### src/rtl/gpu_cmd_dispatcher_pkg.sv
// Shared types for the GPU16 command dispatcher: packed command layout and FSM states.
package GPU_DispatchPackage;

  localparam int CMD_W = 88;

  // Bit layout matches the CPU-side packed command word (MSB first).
  typedef struct packed {
    logic        capture;      // [87]
    logic [4:0]  instruction;  // [86:82]
    logic [12:0] gpc_val_s;    // [81:69]
    logic [12:0] gpc_val_i;    // [68:56]
    logic [7:0]  inc_a;        // [55:48]
    logic [7:0]  inc_b;        // [47:40]
    logic [7:0]  repeat_amt;   // [39:32]
    logic [15:0] cpu_data;     // [31:16]
    logic [15:0] int_to_fp;    // [15:0]
  } gpu_cmd_t;

  typedef enum logic [2:0] {
    IDLE,
    ISSUE,
    WAIT_BUSY,
    WAIT_DONE,
    COMPLETE
  } dispatch_state_enum;

endpackage

### src/rtl/gpu_cmd_dispatcher_fifo.sv
// Synchronous command FIFO; DEPTH is a power of two so pointers wrap naturally.
module gpu_cmd_fifo #(
  parameter int DEPTH = 4,
  parameter int WIDTH = 88
) (
  input  logic                     clk,
  input  logic                     reset,
  input  logic                     push,
  input  logic                     pop,
  input  logic [WIDTH-1:0]         wdata,
  output logic [WIDTH-1:0]         rdata,
  output logic                     full,
  output logic                     empty,
  output logic [$clog2(DEPTH):0]   level
);
  localparam int AW = $clog2(DEPTH);

  logic [WIDTH-1:0] mem_q [DEPTH];
  logic [AW-1:0]    wr_ptr_q, wr_ptr_d, rd_ptr_q, rd_ptr_d;
  logic [AW:0]      level_q, level_d;
  logic             do_push, do_pop;

  assign full  = (level_q == (AW+1)'(DEPTH));
  assign empty = (level_q == '0);
  assign level = level_q;
  assign rdata = mem_q[rd_ptr_q];

  // Qualify requests against the registered state and advance pointers/occupancy.
  always_comb begin
    do_push  = push && !full;
    do_pop   = pop && !empty;
    wr_ptr_d = do_push ? wr_ptr_q + AW'(1) : wr_ptr_q;
    rd_ptr_d = do_pop  ? rd_ptr_q + AW'(1) : rd_ptr_q;
    level_d  = level_q;
    if (do_push && !do_pop)      level_d = level_q + (AW+1)'(1);
    else if (!do_push && do_pop) level_d = level_q - (AW+1)'(1);
  end

  // Pointer and occupancy registers.
  always_ff @(posedge clk) begin
    if (reset) begin
      wr_ptr_q <= '0;
      rd_ptr_q <= '0;
      level_q  <= '0;
    end else begin
      wr_ptr_q <= wr_ptr_d;
      rd_ptr_q <= rd_ptr_d;
      level_q  <= level_d;
    end
  end

  // Storage needs no reset; occupancy decides what is valid.
  always_ff @(posedge clk) begin
    if (do_push) mem_q[wr_ptr_q] <= wdata;
  end

endmodule

### src/rtl/gpu_cmd_dispatcher.sv
// Queues CPU commands and issues them one at a time over the GPU16 start/busy handshake.
module gpu_cmd_dispatcher
  import GPU_DispatchPackage::*;
#(
  parameter int DEPTH       = 4,
  parameter int ACK_TIMEOUT = 4
) (
  input  logic                   clk,
  input  logic                   reset,
  input  logic                   cmd_valid,
  output logic                   cmd_ready,
  input  logic [87:0]            cmd,
  output logic                   gpu_start,
  output logic [4:0]             instruction,
  output logic [12:0]            gpc_val_s,
  output logic [12:0]            gpc_val_i,
  output logic [7:0]             gpc_inc_amount_a,
  output logic [7:0]             gpc_inc_amount_b,
  output logic [7:0]             repeat_op_amount,
  output logic [15:0]            cpu_data,
  output logic [15:0]            int_to_fp,
  input  logic                   gpu_busy,
  input  logic [15:0]            gpu_data,
  output logic                   res_valid,
  output logic [15:0]            res_data,
  input  logic                   res_ack,
  output logic                   idle,
  output logic [$clog2(DEPTH):0] level
);
  localparam int TW = $clog2(ACK_TIMEOUT + 1);

  dispatch_state_enum state_q, state_d;
  gpu_cmd_t           issue_q, issue_d, head;
  logic [TW-1:0]      timer_q, timer_d;
  logic               res_valid_q, res_valid_d, gpu_start_q, gpu_start_d;
  logic [15:0]        res_data_q, res_data_d;
  logic               fifo_pop, fifo_full, fifo_empty;

  gpu_cmd_fifo #(.DEPTH(DEPTH), .WIDTH(CMD_W)) u_fifo (
    .clk   (clk),
    .reset (reset),
    .push  (cmd_valid),
    .pop   (fifo_pop),
    .wdata (cmd),
    .rdata (head),
    .full  (fifo_full),
    .empty (fifo_empty),
    .level (level)
  );

  assign cmd_ready        = !fifo_full;
  assign idle             = fifo_empty && (state_q == IDLE);
  assign gpu_start        = gpu_start_q;
  assign res_valid        = res_valid_q;
  assign res_data         = res_data_q;
  assign instruction      = issue_q.instruction;
  assign gpc_val_s        = issue_q.gpc_val_s;
  assign gpc_val_i        = issue_q.gpc_val_i;
  assign gpc_inc_amount_a = issue_q.inc_a;
  assign gpc_inc_amount_b = issue_q.inc_b;
  assign repeat_op_amount = issue_q.repeat_amt;
  assign cpu_data         = issue_q.cpu_data;
  assign int_to_fp        = issue_q.int_to_fp;

  // Dispatch FSM next-state, ack timer and result capture.
  always_comb begin
    state_d     = state_q;
    issue_d     = issue_q;
    timer_d     = timer_q;
    res_valid_d = res_valid_q;
    res_data_d  = res_data_q;
    fifo_pop    = 1'b0;
    if (res_ack && res_valid_q) res_valid_d = 1'b0;
    case (state_q)
      // A capture command must not overwrite an unread result.
      IDLE: if (!fifo_empty && !(head.capture && res_valid_q)) begin
        fifo_pop = 1'b1;
        issue_d  = head;
        state_d  = ISSUE;
      end
      ISSUE: if (!gpu_busy) begin
        state_d = WAIT_BUSY;
        timer_d = '0;
      end
      // GPU may finish too quickly to ever show busy; give up after the timeout.
      WAIT_BUSY: begin
        if (gpu_busy)                              state_d = WAIT_DONE;
        else if (timer_q == TW'(ACK_TIMEOUT - 1))  state_d = COMPLETE;
        else                                       timer_d = timer_q + TW'(1);
      end
      WAIT_DONE: if (!gpu_busy) state_d = COMPLETE;
      // Capture takes priority over a same-cycle ack.
      COMPLETE: begin
        if (issue_q.capture) begin
          res_valid_d = 1'b1;
          res_data_d  = gpu_data;
        end
        state_d = IDLE;
      end
      default: state_d = IDLE;
    endcase
    gpu_start_d = (state_d == ISSUE);
  end

  // State, issue register, timer and result register.
  always_ff @(posedge clk) begin
    if (reset) begin
      state_q     <= IDLE;
      issue_q     <= '0;
      timer_q     <= '0;
      res_valid_q <= 1'b0;
      res_data_q  <= '0;
      gpu_start_q <= 1'b0;
    end else begin
      state_q     <= state_d;
      issue_q     <= issue_d;
      timer_q     <= timer_d;
      res_valid_q <= res_valid_d;
      res_data_q  <= res_data_d;
      gpu_start_q <= gpu_start_d;
    end
  end

endmodule

### config.mk
export PLATFORM = sky130hd
export DESIGN_NAME = gpu_cmd_dispatcher
export DESIGN_NICKNAME = d
export VERILOG_FILES = /design/src/rtl/gpu_cmd_dispatcher_pkg.sv /design/src/rtl/gpu_cmd_dispatcher_fifo.sv /design/src/rtl/gpu_cmd_dispatcher.sv
export SDC_FILE = /design/constraint.sdc
export NUM_CORES = 1
export LEC_CHECK = 0
export CORE_MARGIN = 2
export CORE_UTILIZATION = 50
export CTS_CLUSTER_DIAMETER = 40
export DETAILED_ROUTE_END_ITERATION = 7
export GPL_TIMING_DRIVEN = 1
export HOLD_SLACK_MARGIN = 0.12
export PLACE_DENSITY = 0.73
export SYNTH_ARGS = -nofsm -noshare
export SYNTH_HDL_FRONTEND = slang
export SYNTH_SLANG_ARGS = --single-unit
### constraint.sdc
create_clock -name clk -period 7.3 [get_ports clk]
set_input_delay 1.46 -clock clk [delete_from_list [all_inputs] [get_ports clk]]
set_output_delay 1.46 -clock clk [all_outputs]
set_load 0.05 [all_outputs]
# ---- After elaboration in Yosys (flattened, before gate mapping)
# Memories as Yosys holds them, arrays and structs flattened. A register that Yosys moved wholly into a read port is not among the register bits.
# Index checks and enable logic that the tools add are counted.
# Widths: inputs -> output; s select.
dict set report totals {
  ff_bits 119
  mem_bits_rw 352
  in_bits 109
  output_inout_bits 110
  wordCells 74
  n_memories 1
}
# memory depth width read_ports rd_clocked_by_memory_dff write_ports line_no
set memory_table {}
lappend memory_table {u_fifo.mem_q 4 88 1 1 1 gpu_cmd_dispatcher_fifo.sv:18} ;# logic [WIDTH-1:0] mem_q [DEPTH];
dict set report classes {
  add_sub_neg 5
  eq_ne 10
  mux 21
  reduce_logical 20
}
# cell n
set op_table {}
lappend op_table {{$mux 3} 10}
lappend op_table {{$pmux 3 s4} 1}
lappend op_table {{$eq 3x2->1 const B} 3}
lappend op_table {{$logic_and 1x1->1} 8}
lappend op_table {{$mux 1} 7}
lappend op_table {{$add 3x1->3 const B} 2}
lappend op_table {{$eq 3x1->1 const B} 2}
lappend op_table {{$eq 3x3->1 const B} 2}
lappend op_table {{$logic_not 3->1} 2}
lappend op_table {{$ne 2x2->1 const B} 3}
lappend op_table {{$pmux 3 s2} 1}
lappend op_table {{$logic_not 1->1} 5}
lappend op_table {{$add 2x1->2 const B} 2}
lappend op_table {{$mux 2} 2}
lappend op_table {{$reduce_and 2->1} 2}
lappend op_table {{$reduce_and 4->1} 1}
lappend op_table {{$reduce_bool 2->1} 2}
lappend op_table {{$sub 3x1->3 const B} 1}

# ---- Logic depth before layout (Yosys ltp)
dict set report depth {
  ltp_word 9
  mapped_depth 12
  ltp_nobuf 9
}

# ---- By module
# A second synthesis with hierarchy kept.
dict set report unflattened {
  hier_cells 1090
  area_unflattened_um2 18672.9
}
# mod n_inst cells_per_inst area_each_um2 seq_area_each_um2
set by_module_without_submodules {}
lappend by_module_without_submodules {gpu_cmd_fifo 1 508 13143.9 10750.3}
lappend by_module_without_submodules {gpu_cmd_dispatcher 1 582 5529.1 2242.2}

# ---- Worst setup path before layout
# Ideal clock, no wire load.
dict set report synth_timing {
  path_type {input -> register}
  from {in cmd_valid}
  to {mem u_fifo.mem_q[0][0], enable pin}
  setup_ns 0.456
  arrival_ns 3.943
  slack_ns 2.900
  stages 2
  path_buffers 0
  cell_sequence {a21boi_1 > and2_1}
}
dict set report synth_via {
  elab_chain_len 3
}
# element line_no
set synth_lines {}
lappend synth_lines {{start, declared} gpu_cmd_dispatcher.sv:10} ;# input logic cmd_valid,
lappend synth_lines {{$logic_and 1x1->1} gpu_cmd_dispatcher_fifo.sv:30} ;# do_push = push && !full;
lappend synth_lines {{$mux 1} gpu_cmd_dispatcher_fifo.sv:54} ;# if (do_push) mem_q[wr_ptr_q] <= wdata;
lappend synth_lines {{$mux 1 (not written as such)} gpu_cmd_dispatcher_fifo.sv:54}
lappend synth_lines {{end, declared} gpu_cmd_dispatcher_fifo.sv:18}
# Every way passes these cells.

# ---- Worst setup path in the final report
dict set report layout_timing {
  from {reg u_fifo.level_q[0], in the netlist u_fifo.level[0]}
  to {out idle}
}
dict set report layout_via {
  elab_chain_len 2
}
# element line_no
set layout_lines {}
lappend layout_lines {{start, declared} gpu_cmd_dispatcher_fifo.sv:20} ;# logic [AW:0] level_q, level_d;
lappend layout_lines {{start signal, assigned} gpu_cmd_dispatcher_fifo.sv:48} ;# level_q <= level_d;
lappend layout_lines {{$logic_not 3->1} gpu_cmd_dispatcher_fifo.sv:24} ;# assign empty = (level_q == '0);
lappend layout_lines {{$logic_and 1x1->1} gpu_cmd_dispatcher.sv:52} ;# assign idle = fifo_empty && (state_q == IDLE);
lappend layout_lines {{end, declared} gpu_cmd_dispatcher.sv:27} ;# output logic idle,
# Every way passes these cells.

==> metrics.md <==
| Metric | Value |
|---|---|
| Crit path from | u_fifo.level[0] |
| Post-synth top area cell | edfxtp_1 |
| Final Cycle Share | 0.514 |
| Placed cell count | 1,646 |
| CP startpoint kind | register |
| PwrDens | 420 mW/mm² |
| Synth Flop Type | edfxtp_1 |
| Maximum vdd drop | 319 µV |
| Chip height | 194 µm |
| PortBufs | 218 |
| Top-area cell type share of the netlist area | 0.585 |
| Worst Max-Slew Pin Slew | 1140 ps |
| Yosys warns | 0 |
| Status | finished clean |
| Final HPWL DP | 21.6 mm |
| Top cells by area, synth | edfxtp_1, dfxtp_1, mux4_2 |
| Pre-CTS setup slack | 3270 ps |
| Crit path kind | reg2out |
| Clk_skew | 11.9 ps |
| Routed vias | 9,860 |
| # hold bufs at CTS | 0 |
| Wire length per cell | 21.6 µm |
| RSZ-0062 raised after global routing | no |
| WL final | 37.8 mm |
| DRT antenna net count | 0 |
| Leakage power | 0.00706 µW |
| Number of antenna violations at the first check in global routing | 0 |
| Tmin final | 3760 ps |
| Distinct cells, synth | 37 |
| H-tree level count | 2 |
| Sink Count | 473 |
| Fin. Hold Viols | 0 |
| Num CTS Buffers | 55 |
| Clock latency on the worst-skew pair | 560 ps |
| Setup ws final | 3540 ps |
| Drt first pass iters | 5 |
| I/O pins | 219 |
| #FFs+latches synth | 473 |
| Fmax | 266 MHz |
| Post-Route Setup TNS | 0 ps |
| GR Util All Layers | 0.201 |
| Die W | 194 µm |
| CP Data Required Time | 5840 ps |
| Fin nets | 1,359 |
| Crit path DAT | 2300 ps |
| Final Max Tran Viols | 0 |
| Vias in the first global route | 10.2k |
| CTS root buf | clkbuf_16 |
| Worst slew margin | 0.243 |
| Area grow syn2layout | 21.0% |
| Hold Path Origin | timer_q[2] |
| Design Power | 9180 µW |
| Post-synth ARST share | 0 |
| Post-synthesis sequential area ratio | 0.719 |
| CTS tree | done |
| CORE AREA | 0.0356 mm² |
| Overflow after GRT | 0 |
| DRC Markers | 0 |
| Total die area | 0.0377 mm² |
| Most frequent cells in the layout | edfxtp_1, clkdlybuf4s50_1, dfxtp_1, a21oi_1, o21ai_0 |
| Share of cells above drive strength 1 | 0.158 |
| Initial Util | 0.508 |
| Commonest non-fill, non-tap cell in the layout | edfxtp_1 |
| Via/cell ratio | 5.64 |
| Row cnt | 69 |
| Final setup fails | 0 |
| Mapped Cells | 1,120 |
| Post-Layout Cell Count | 1,749 |
| Largest net degree at the start of global routing | 92 |
| Syn Area/Cell | 16.1 µm² |
| Synthesized Nets | 1,237 |
| First-pass GRT wire length | 58.7 mm |
| Post-CTS sizing | 0 |
| Netlist Area Pre-Place | 0.0181 mm² |
| Crit Path Max Fanout | 5 |
| Fillers | 2,661 |
| Hold crit path type | reg2reg |
| Crit. End Element | output port |
| Worst hold margin | 450 ps |
| Max_cap viols | 0 |
| Clk buf depth | 3 |
| Number of antenna repair diodes | 0 |
| Reg clk slew, reported paths | 50 ps |
| Setup bufs post-CTS | 0 |
| Iter 0 DRT Violations | 735 |
| Number of synthesized flops with an enable pin | 352 |
| Routability cong. | 0.727 |
==> final timing paths <==
| kind | slack, ps | depth (start not counted) | to |
|---|---|---|---|
| setup / recovery | 3540 | 3 | idle |
| setup reg to reg | 4240 | 5 | u_fifo.rd_ptr_q[1] |
| hold / removal | 450 | 2 | timer_q[2] |
| hold reg to reg | 450 | 2 | timer_q[2] |
==> layout make-up <==
cell class | instances | area (µm²) | share of cell area
Clock buffer | 75 | 1600 | 0.0729
Inverter | 6 | 22.5 | 0.00103
Clock inverter | 28 | 348 | 0.0159
Multi-Input combinational cell | 477 | 4060 | 0.186
Sequential cell | 473 | 13000 | 0.594
Timing Repair Buffer | 229 | 2260 | 0.103
Tap cell | 461 | 577 | 0.0264
==> registers in the layout, summed over array words and instances, names as in the netlist, 2 cells and up, named ones only <==
| name | cells |
|---|---|
| int_to_fp | 16 |
| repeat_op_amount | 8 |
| gpc_val_s | 13 |
| gpc_val_i | 13 |
| u_fifo.rd_ptr_q | 2 |
| timer_q | 3 |
| cpu_data | 16 |
| u_fifo.mem_q | 352 |
| state_q | 3 |
| gpc_inc_amount_a | 8 |
| res_data | 16 |
| gpc_inc_amount_b | 8 |
| u_fifo.level | 3 |
| instruction | 5 |
| u_fifo.wr_ptr_q | 2 |
==> synthesized netlist by cell type, types with 3 or more instances <==
library cell  number
edfxtp_1         352
dfxtp_1          121
a21oi_1          113
buf_4             94
o21ai_0           92
nand3_1           88
mux4_2            87
clkbuf_1          43
nand2_1           40
buf_2             24
nor2_1            11
ha_1               7
inv_1              6
or3_1              5
and2_1             4
mux2i_1            4
nand2b_1           3
==> report_power, final <==
part	internal, µW	switching, µW	total [µW]
Clock	1760	1070	2830
Sequential	3330	246	3580
Combinational	1070	1700	2770
Total	6150	3020	9180
==> logic make-up after synthesis <==
logic type | after synthesis | share of synthesized area
adder cells (fa/ha/maj) | 8 | 0.00596
AND/OR/NAND/NOR | 165 | 0.0458
flip-flops | 473 | 0.719
XOR/XNOR | 3 | 0.00145
multiplexers | 92 | 0.111
AO/OA/AOI/OAI | 209 | 0.0589
buffers and inverters | 170 | 0.0573
==> worst max-delay path: stages (launching register included) <==
cell	delay (ps)
dfxtp_1	370
nor3_2	330
and3b_1	210
clkdlybuf4s50_1	810
==> metrics by stage <==
step,instance area [µm²],utilization
5_1_grt,21900,0.615
3_3_place_gp,19900,0.560
4_1_cts,21900,0.615
3_5_place_dp,19900,0.560
2_1_floorplan,18100,-
6_report,21900,0.615
==> metal layers <==
layer | up-vias | part of all wire | GRT usage
li1 | 4454 | - | -
met1 | 5057 | 0.41 | 0.260
met2 | 300 | 0.52 | 0.347
met3 | 49 | 0.057 | 0.0372
met4 | 0 | 0.021 | 0.0606
met5 | - | 0 | 0
Note: power is estimated with default switching activity, not from simulation.
